--- config.mk ---
export PLATFORM = sky130hd
export DESIGN_NAME = mem_arbiter
export DESIGN_NICKNAME = d
export VERILOG_FILES = /design/src/rtl/mem_arbiter.sv
export SDC_FILE = /design/constraint.sdc
export NUM_CORES = 1
export LEC_CHECK = 0
export CORE_MARGIN = 3
export CORE_UTILIZATION = 30
export CTS_CLUSTER_DIAMETER = 100
export DETAILED_ROUTE_END_ITERATION = 8
export GPL_TIMING_DRIVEN = 0
export PLACE_DENSITY = 0.78
export SYNTH_ARGS = -nofsm -noshare
export SYNTH_HDL_FRONTEND = slang
export SYNTH_SLANG_ARGS = --single-unit
--- constraint.sdc ---
create_clock -name CLK -period 2.8 [get_ports CLK]
set_input_delay 0.28 -clock CLK [delete_from_list [all_inputs] [get_ports CLK]]
set_output_delay 0.28 -clock CLK [all_outputs]
set_load 0.02 [all_outputs]
--- src/rtl/mem_arbiter.sv ---
// Arbitrates instruction-fetch and data requests onto a single RAM port.
// Each grant captures one transaction, which ends in a hit, an error pulse, or a silent drop.
//
// state | meaning
// IDLE  | no transaction outstanding, evaluating requests
// DACC  | data transaction outstanding on RAM
// IACC  | instruction fetch outstanding on RAM
// DONE  | single recovery cycle before returning to IDLE
module mem_arbiter #(
  parameter int TIMEOUT = 16
) (
  input  logic        CLK,
  input  logic        nRST,
  input  logic        iREN,
  input  logic [31:0] iaddr,
  output logic [31:0] iload,
  output logic        ihit,
  input  logic        dREN,
  input  logic        dWEN,
  input  logic [31:0] daddr,
  input  logic [31:0] dstore,
  output logic [31:0] dload,
  output logic        dhit,
  output logic        ramREN,
  output logic        ramWEN,
  output logic [31:0] ramaddr,
  output logic [31:0] ramstore,
  input  logic [31:0] ramload,
  input  logic [1:0]  ramstate,
  output logic        err
);

  typedef enum logic [1:0] {IDLE, DACC, IACC, DONE} state_t;

  localparam logic [1:0] RS_ACCESS = 2'd2;
  localparam logic [1:0] RS_ERROR  = 2'd3;
  localparam logic [4:0] CNT_LAST  = 5'(TIMEOUT - 1);

  state_t      r_state, w_next;
  logic        r_last_d;
  logic [4:0]  r_cnt;
  logic [31:0] r_addr, r_store;
  logic        r_ren, r_wen;

  logic w_dreq, w_gnt_d, w_gnt_i, w_active, w_req;

  // A pending fetch wins over data right after a data hit, so neither side starves.
  assign w_dreq   = dREN | dWEN;
  assign w_gnt_d  = (r_state == IDLE) && w_dreq && !(r_last_d && iREN);
  assign w_gnt_i  = (r_state == IDLE) && iREN && !w_gnt_d;
  assign w_active = (r_state == DACC) || (r_state == IACC);
  assign w_req    = (r_state == DACC) ? w_dreq : iREN;

  always_comb begin
    w_next = r_state;
    dhit   = 1'b0;
    ihit   = 1'b0;
    err    = 1'b0;
    case (r_state)
      IDLE: begin
        if (w_gnt_d)      w_next = DACC;
        else if (w_gnt_i) w_next = IACC;
      end
      DACC, IACC: begin
        if (ramstate == RS_ACCESS) begin
          dhit   = (r_state == DACC);
          ihit   = (r_state == IACC);
          w_next = DONE;
        end else if ((ramstate == RS_ERROR) || (r_cnt == CNT_LAST)) begin
          err    = 1'b1;
          w_next = DONE;
        end else if (!w_req) begin
          w_next = DONE;
        end
      end
      DONE:    w_next = IDLE;
      default: w_next = IDLE;
    endcase
  end

  assign dload    = dhit ? ramload : 32'd0;
  assign iload    = ihit ? ramload : 32'd0;
  assign ramREN   = r_ren;
  assign ramWEN   = r_wen;
  assign ramaddr  = r_addr;
  assign ramstore = r_store;

  always_ff @(posedge CLK or negedge nRST) begin
    if (!nRST) begin
      r_state  <= IDLE;
      r_last_d <= 1'b0;
      r_cnt    <= 5'd0;
      r_addr   <= 32'd0;
      r_store  <= 32'd0;
      r_ren    <= 1'b0;
      r_wen    <= 1'b0;
    end else begin
      r_state <= w_next;
      if (w_gnt_d || w_gnt_i) begin
        r_cnt   <= 5'd0;
        r_addr  <= w_gnt_d ? daddr : iaddr;
        r_store <= w_gnt_d ? dstore : 32'd0;
        r_wen   <= w_gnt_d && dWEN;
        r_ren   <= w_gnt_i || (w_gnt_d && !dWEN);
      end else if (w_active) begin
        r_cnt <= r_cnt + 5'd1;
        if (w_next == DONE) begin
          r_ren <= 1'b0;
          r_wen <= 1'b0;
        end
      end
      if (dhit)      r_last_d <= 1'b1;
      else if (ihit) r_last_d <= 1'b0;
    end
  end

endmodule

==> summary.txt <==
Finish
  • Net total in the final layout: ~840
  • Fill cell instance count of the final layout: ~1.0k
  • Post-layout util: around three fifths
  • Synth-to-layout area growth: 89.3%
  • Ratio of cells with drive above 1 in the final layout: ~5.6%

Die
  • Die Outline Area: 13,900 sq um
  • Number of placement rows: 40
  • Die width: around 120 um
  • Core box area: between 10,000 and 15,000 sq um
  • Starting density of the core: between 30% and 40%
  • Vertical extent of the die: between 100 and 150 um
  • Top-level I/O count: approximately 270

Clock network
  • Clock insertion delay at the later pin of the skew report: around 0.32 ns
  • Clock tree from TritonCTS: done
  • Number of buffers created by CTS: 9
  • Maximum clock path buffer count: 2
  • Clock slew at reported path FFs: roughly 0.06 ns
  • Count of clock tree sinks: 74
  • Number of levels the H-tree was split into: 3
  • Cell at the root of the clock tree: sky130_fd_sc_hd__clkbuf_16

Synthesis
  • Post-Synthesis Cell Area: 3750 sq um
  • Count of yosys warnings during synthesis: 0
  • Post-Synthesis Net Count: 553
  • Per-instance average area after synthesis: between 9 and 10 sq um
  • Register bit total from synthesis: 74
  • Synth cell types: 34
  • Mapped Cells: between 400 and 500
  • Sequential share of the synthesized area: around half

Timing
  • Clock tree skew after final layout: around 0.0063 ns
  • Headroom to the max-slew limit: between 40% and 50%
  • Setup TNS: 0 ns
  • Final Hold Viols: 0
  • Final setup vio count: 0
  • Max Transition Viols Final: 0
  • Shortest period the worst path allows: 2.70 ns
  • Final critical-path share of the clock period: just under 100%
  • Actual slew at the worst max-slew pin: 0.816 ns
  • Fmax achieved: approximately 0.37 GHz

Critical path
  • Startpoint type of the worst setup path: flip-flop
  • Critical path's largest stage delay: about 0.60 ns
  • Data arrival time at the worst-slack endpoint: approximately 2.4 ns
  • Startpoint of the worst register-to-register path: r_cnt[0]
  • Required time reported for the critical path endpoint: about 2.5 ns
  • Slowest cell on crit path: sky130_fd_sc_hd__clkdlybuf4s50_1
  • Last element of the critical path: dload[23]
  • Levels on crit path: 6
  • Reg-to-reg critical path endpoint: r_state[0]
  • Critical path endpoint category: primary output
  • Type of the worst setup path: reg -> out
  • Count of cells along the worst register-to-register path: 7
  • Critical path, cell by cell: inv_1, ha_1, and4b_2, buf_2, and2_1, clkdlybuf4s50_1
  • Internal reg-to-reg setup slack: approximately 0.6 ns
  • Critical path peak fanout: 10
  • Timing startpoint of the critical path: r_state[1]
  • Largest delay contributor family on the critical path: buffers and inverters
  • Buf+Inv Stages, Crit Path: 3

Run status
  • Status: finished clean

Global routing
  • Maximum number of pins on one net before global-route repair: between 40 and 50
  • Total congestion overflow: 0
  • Number of antenna violations at the first check in global routing: 1
  • Global routing usage summed across all routing layers: around a fifth
  • Number of global-route vias before repair: 4,131
  • Global-route wire length before repair: ~22,000 um

Power and ir drop
  • Worst voltage drop across the vdd grid: 0.542 mV
  • Leakage Power: about 4 nW
  • Power consumption: between 6 and 7 mW
  • Power per Cell Area: 934 nW/um^2

Drt
  • Routed wire length: approximately 15,000 um
  • Number of design rule violations left after detail routing: 0
  • Antenna Nets Post-Route: 0
  • Average vias per placed instance: 4.64
  • Detail-routed net length per standard cell: about 17 um
  • Length of the first detailed-routing pass in iterations: 4
  • Initial DRC count: ~140
  • Via count: 4,039

Placed design
  • Final HPWL from detailed placement: roughly 12,000 um
  • Routability congestion estimate: 0.826
  • Number of I/O port buffers: 267

Hold path
  • Min-delay worst type: in -> async

Run
  • Count of maximum capacitance violations: 0
-- power by group --
group	total [mW]	leakage [nW]	switching [mW]	internal, mW
clock network	1.10	0.141	0.431	0.669
registers	1.92	0.932	0.310	1.61
logic	3.62	2.93	1.94	1.68
-- timing repair --
item / 4_1_cts / 5_1_grt
buffers inserted: 0 / 4
hold endpoints to repair: 33 / 0
hold buffers: 1 / 0
gates resized for setup: 10 / 47
setup endpoints to repair: 57 / 54
pin swaps: 0 / 1
-- state kept, by name (all words and copies together) (netlist names) --
name and cells:
r_last_d 1, ramREN 1, ramstore 32, ramaddr 32, ramWEN 1, r_cnt 5
r_state 2
-- kinds of logic after synthesis --
family,share of synthesized area (%)
and+or+nand+nor,27.9
DFF,49.3
AOI/OAI and AO/OA,7.70
muxes,9.06
buffers and inverters,3.37
adders and majority gates,2.00
xor gates and xnor gates,0.700
-- layout make-up --
class                      count  area (sq um)  area share (%)
sequential                    74          1850            26.1
clock inverter                 4          25.0           0.352
multi-input combinational    306          1780            25.0
tap                          168           210            2.96
antenna                        1          2.50          0.0352
timing repair buffer         273          2840            39.9
inverter                       5          18.8           0.264
clock buffer                  12           267            3.75
buffer                        27           116            1.64
-- Yosys cell counts --
cell                        count  area share (%)
sky130_fd_sc_hd__inv_1          5            0.50
sky130_fd_sc_hd__mux2i_1       34             9.1
sky130_fd_sc_hd__o21ai_1       34             4.5
sky130_fd_sc_hd__nand2_1       99             9.9
sky130_fd_sc_hd__nor2_1         8            0.80
sky130_fd_sc_hd__o21ai_0        2            0.27
sky130_fd_sc_hd__o211ai_1       1            0.20
sky130_fd_sc_hd__a21oi_1        1            0.13
sky130_fd_sc_hd__and4b_1        2            0.53
sky130_fd_sc_hd__and3_1         1            0.17
sky130_fd_sc_hd__o32a_1         1            0.27
sky130_fd_sc_hd__buf_1          4            0.40
sky130_fd_sc_hd__a21bo_2        1            0.27
sky130_fd_sc_hd__clkbuf_1      18             1.8
sky130_fd_sc_hd__xnor2_1        1            0.23
sky130_fd_sc_hd__a2bb2oi_1      1            0.23
sky130_fd_sc_hd__nor2b_1        3            0.50
sky130_fd_sc_hd__or3_1          2            0.33
sky130_fd_sc_hd__a41oi_2        1            0.43
sky130_fd_sc_hd__nand3_1       32             4.3
sky130_fd_sc_hd__a211oi_1       1            0.20
sky130_fd_sc_hd__o2111a_1       1            0.30
sky130_fd_sc_hd__a32oi_1        1            0.23
sky130_fd_sc_hd__a21boi_1       1            0.20
sky130_fd_sc_hd__nor3b_1        1            0.20
sky130_fd_sc_hd__and2_1        65              11
sky130_fd_sc_hd__nand4_1        1            0.17
sky130_fd_sc_hd__xor2_1         2            0.47
sky130_fd_sc_hd__buf_2          5            0.67
sky130_fd_sc_hd__ha_1           6             2.0
sky130_fd_sc_hd__dfrtp_1       74              49
sky130_fd_sc_hd__nor2_2         1            0.17
sky130_fd_sc_hd__o21bai_1       1            0.20
sky130_fd_sc_hd__a22o_1         1            0.23
-- through the flow --
stage | setup slack [ns] | hold slack [ns] | instance area [sq um] | cells
final | 0.104 | 0.454 | 7110 | 870
after global routing | -0.0302 | 0.473 | 7110 | 870
after CTS | 0.000834 | 0.446 | 6960 | 865
after detailed placement | 0.172 | 0.265 | 6660 | 848
after global placement | -1.12 | 0.480 | 6640 | 847
after floorplan | 0.735 | -0.0156 | 3750 | 412
-- how the worst min path moves through the flow --
stage          slack, ns          from           end
2_1_floorplan      -0.02          nRST      r_cnt[0]
3_3_place_gp        0.48  ramstore[30]  ramstore[30]
3_5_place_dp        0.26          nRST  ramstore[24]
4_1_cts             0.45          nRST  ramstore[26]
5_1_grt             0.47          nRST  ramstore[25]
6_report            0.45          nRST  ramstore[30]
-- cells in the final DEF (no fill, tap or decap), drive strengths merged, types with 2 or more instances in the layout --
cell type,netlist,layout
and2,65,65
nand3,32,32
inv,5,5
xor2,2,2
clkbuf,18,29
mux2i,34,34
nor2b,3,3
nor2,9,9
dlymetal6s2s,0,44
clkdlybuf4s50,0,220
and4b,2,2
dlygate4sd2,0,2
clkinvlp,0,2
nand2,99,99
buf,9,16
dfrtp,74,74
ha,6,6
or3,2,2
clkinv,0,2
o21ai,36,36
-- routing by layer --
layer / GRT usage [%] / part of all wire, % / vias up
met2: 37.6 / 53 / 191
met1: 21.7 / 38 / 1907
met5: 0 / 0 / -
li1: - / - / 1928
met4: 6.15 / 1.1 / 0
met3: 6.30 / 8.1 / 13
No activity file was read; power rests on OpenSTA's default activity.
==> RTL change: new RTL, same flow settings <==
Add an input register stage for `dREN`, without a reset; this delays it by one clock. The other inputs are not delayed to match.
--- a/src/rtl/mem_arbiter.sv
+++ b/src/rtl/mem_arbiter.sv
@@ -36,6 +36,12 @@
   localparam logic [1:0] RS_ERROR  = 2'd3;
   localparam logic [4:0] CNT_LAST  = 5'(TIMEOUT - 1);
 
+  logic dREN_q;
+
+  always_ff @(posedge CLK) begin
+    dREN_q <= dREN;
+  end
+
   state_t      r_state, w_next;
   logic        r_last_d;
   logic [4:0]  r_cnt;
@@ -45,7 +51,7 @@
   logic w_dreq, w_gnt_d, w_gnt_i, w_active, w_req;
 
   // A pending fetch wins over data right after a data hit, so neither side starves.
-  assign w_dreq   = dREN | dWEN;
+  assign w_dreq   = dREN_q | dWEN;
   assign w_gnt_d  = (r_state == IDLE) && w_dreq && !(r_last_d && iREN);
   assign w_gnt_i  = (r_state == IDLE) && iREN && !w_gnt_d;
   assign w_active = (r_state == DACC) || (r_state == IACC);
Formal check against the unedited RTL: not equivalent (a bounded check fails within 4 cycles, from zero or initial values and one cycle with nRST low).
==> RTL change against the unedited design <==
Wire length decreased by 2.7%. Hold slack got worse by 0.059 ns. Global-route usage decreased by 0.59 points. Area after synthesis increased by 0.53%. Cell count decreased by 0.34%. Die area increased by 0.51%. Total power increased by 2.1%. Critical endpoint is now iload[28]. Sequential cell count increased by 1. Design area increased by 0.92%. Sequential share of layout area about the same. Clock skew about the same. Setup slack improved by 0.021 ns.
==> RTL change: results <==
set metrics [dict create \
    insertion_delay_ns 0.33 \
    ir_drop_uv 582 \
    ctsHoldBuffers 1 \
    worstPathArrival_ns 2.39 \
    grt_usage 0.196 \
    numPortBuffers 267 \
    grt_pass1_wl_um 21800 \
    fin_nets 834 \
    async_flop_share 0.987 \
    status "finished clean" \
    final_cells 867 \
    cpMaxStageDelayCell "clkdlybuf4s50_1" \
    placed_area_mm2 0.00668 \
    via_per_inst 4.65 \
    yosysWarningCount 0 \
    drt_wl_total_um 14400 \
    drtIter0Drc 142 \
    muxShareOfSynthArea 0.0902 \
    antenna_found_initial 1 \
    worstMarginPinSlew_ns 0.739 \
    gp_congestion 0.984 \
    cp_max_fo 10 \
    post-cts-setup-buffers 0 \
    fin_skew_ns 0.00668 \
    cts_buffer_depth 2 \
    synth_common_cells "nand2_1, dfrtp_1, and2_1" \
    holdCritPathClass "input pin to asynchronous set/reset pin" \
    grt_pass1_vias 4189 \
    place_hpwl_um 11500 \
    synth_fa_ha_area_frac 0.0199 \
    setup_viol 0 \
    cts_buffers 9 \
    synth_cell_types 35 \
    dr.pass1.iters 4 \
    synth_nets 554 \
    cpPeakStageDelay_ns 0.60 \
    drive_gt1_frac 0.0473 \
    p_leak_nw 4.19 \
    cts_root_buf "clkbuf_16" \
    placed_cells 849 \
    ctsHtreeMaxLevel 3 \
    grt_max_degree 52 \
    post_cts_resized 7 \
    synth_area_leaders "dfrtp_1, and2_1, nand2_1" \
    critPathTopFamily "buffers and inverters" \
    synth_compound_area_frac 0.0766 \
    syn_avg_cell_area_um2 9.14 \
    ys_seq_area_frac 0.496 \
    clk_pin_slew_ns 0.06 \
    synthXorXnorAreaFrac 0.00696 \
]
[RTL change: metal layers]
metal  GRT usage  part of all wire  up-vias
met5           0                 0        -
met4      0.0689             0.020        0
met3      0.0694             0.092       17
met2       0.363              0.52      200
met1       0.203              0.37     1891
li1            -                 -     1926
[RTL change: where the power goes]
| group | internal, mW | switching, mW |
|---|---|---|
| Clock | 0.824 | 0.433 |
| Combinational | 1.67 | 1.92 |
| Sequential | 1.62 | 0.304 |
| Total | 4.12 | 2.66 |
[RTL change: stage by stage]
stage               worst slack [ns]  total power, mW
global placement               -1.17             5.44
detailed placement             0.205             5.56
finish                         0.125             6.77
global route                 -0.0157             7.21
floorplan                      0.735             3.80
CTS                           0.0105             6.86
[RTL change: final timing paths]
path,startpoint,endpoint,slack [ns],cells after the start
max reg2reg,r_state[1]$_DFF_PN0_,ramaddr[1]$_DFFE_PN0N_,0.50,7
min in group CLK,dREN,dREN_q$_DFF_P_,0.41,1
min,nRST,ramstore[26]$_DFFE_PN0N_,0.39,2
min reg2reg,ramstore[18]$_DFFE_PN0N_,ramstore[18]$_DFFE_PN0N_,0.50,2
max in group asynchronous,nRST,r_cnt[1]$_DFFE_PN0P_,1.82,3
max,r_state[1]$_DFF_PN0_,iload[28],0.13,6
[RTL change: kinds of logic after synthesis]
logic type,after synthesis
compound gates,48
xor+xnor,3
fa+ha+maj,6
buf+inv,32
flops,75
mux,34
simple gates,215
[RTL change: cell type report]
cell class | count | area, µm²
diodes | 1 | 2.50
plain buffers | 27 | 123
clock buffers | 11 | 253
clock inverters | 5 | 75.1
fillers | 1046 | 4990
inverters | 5 | 18.8
multi-input cells | 306 | 1780
flip-flops and latches | 75 | 1870
well taps | 168 | 210
repair buffers | 269 | 2840
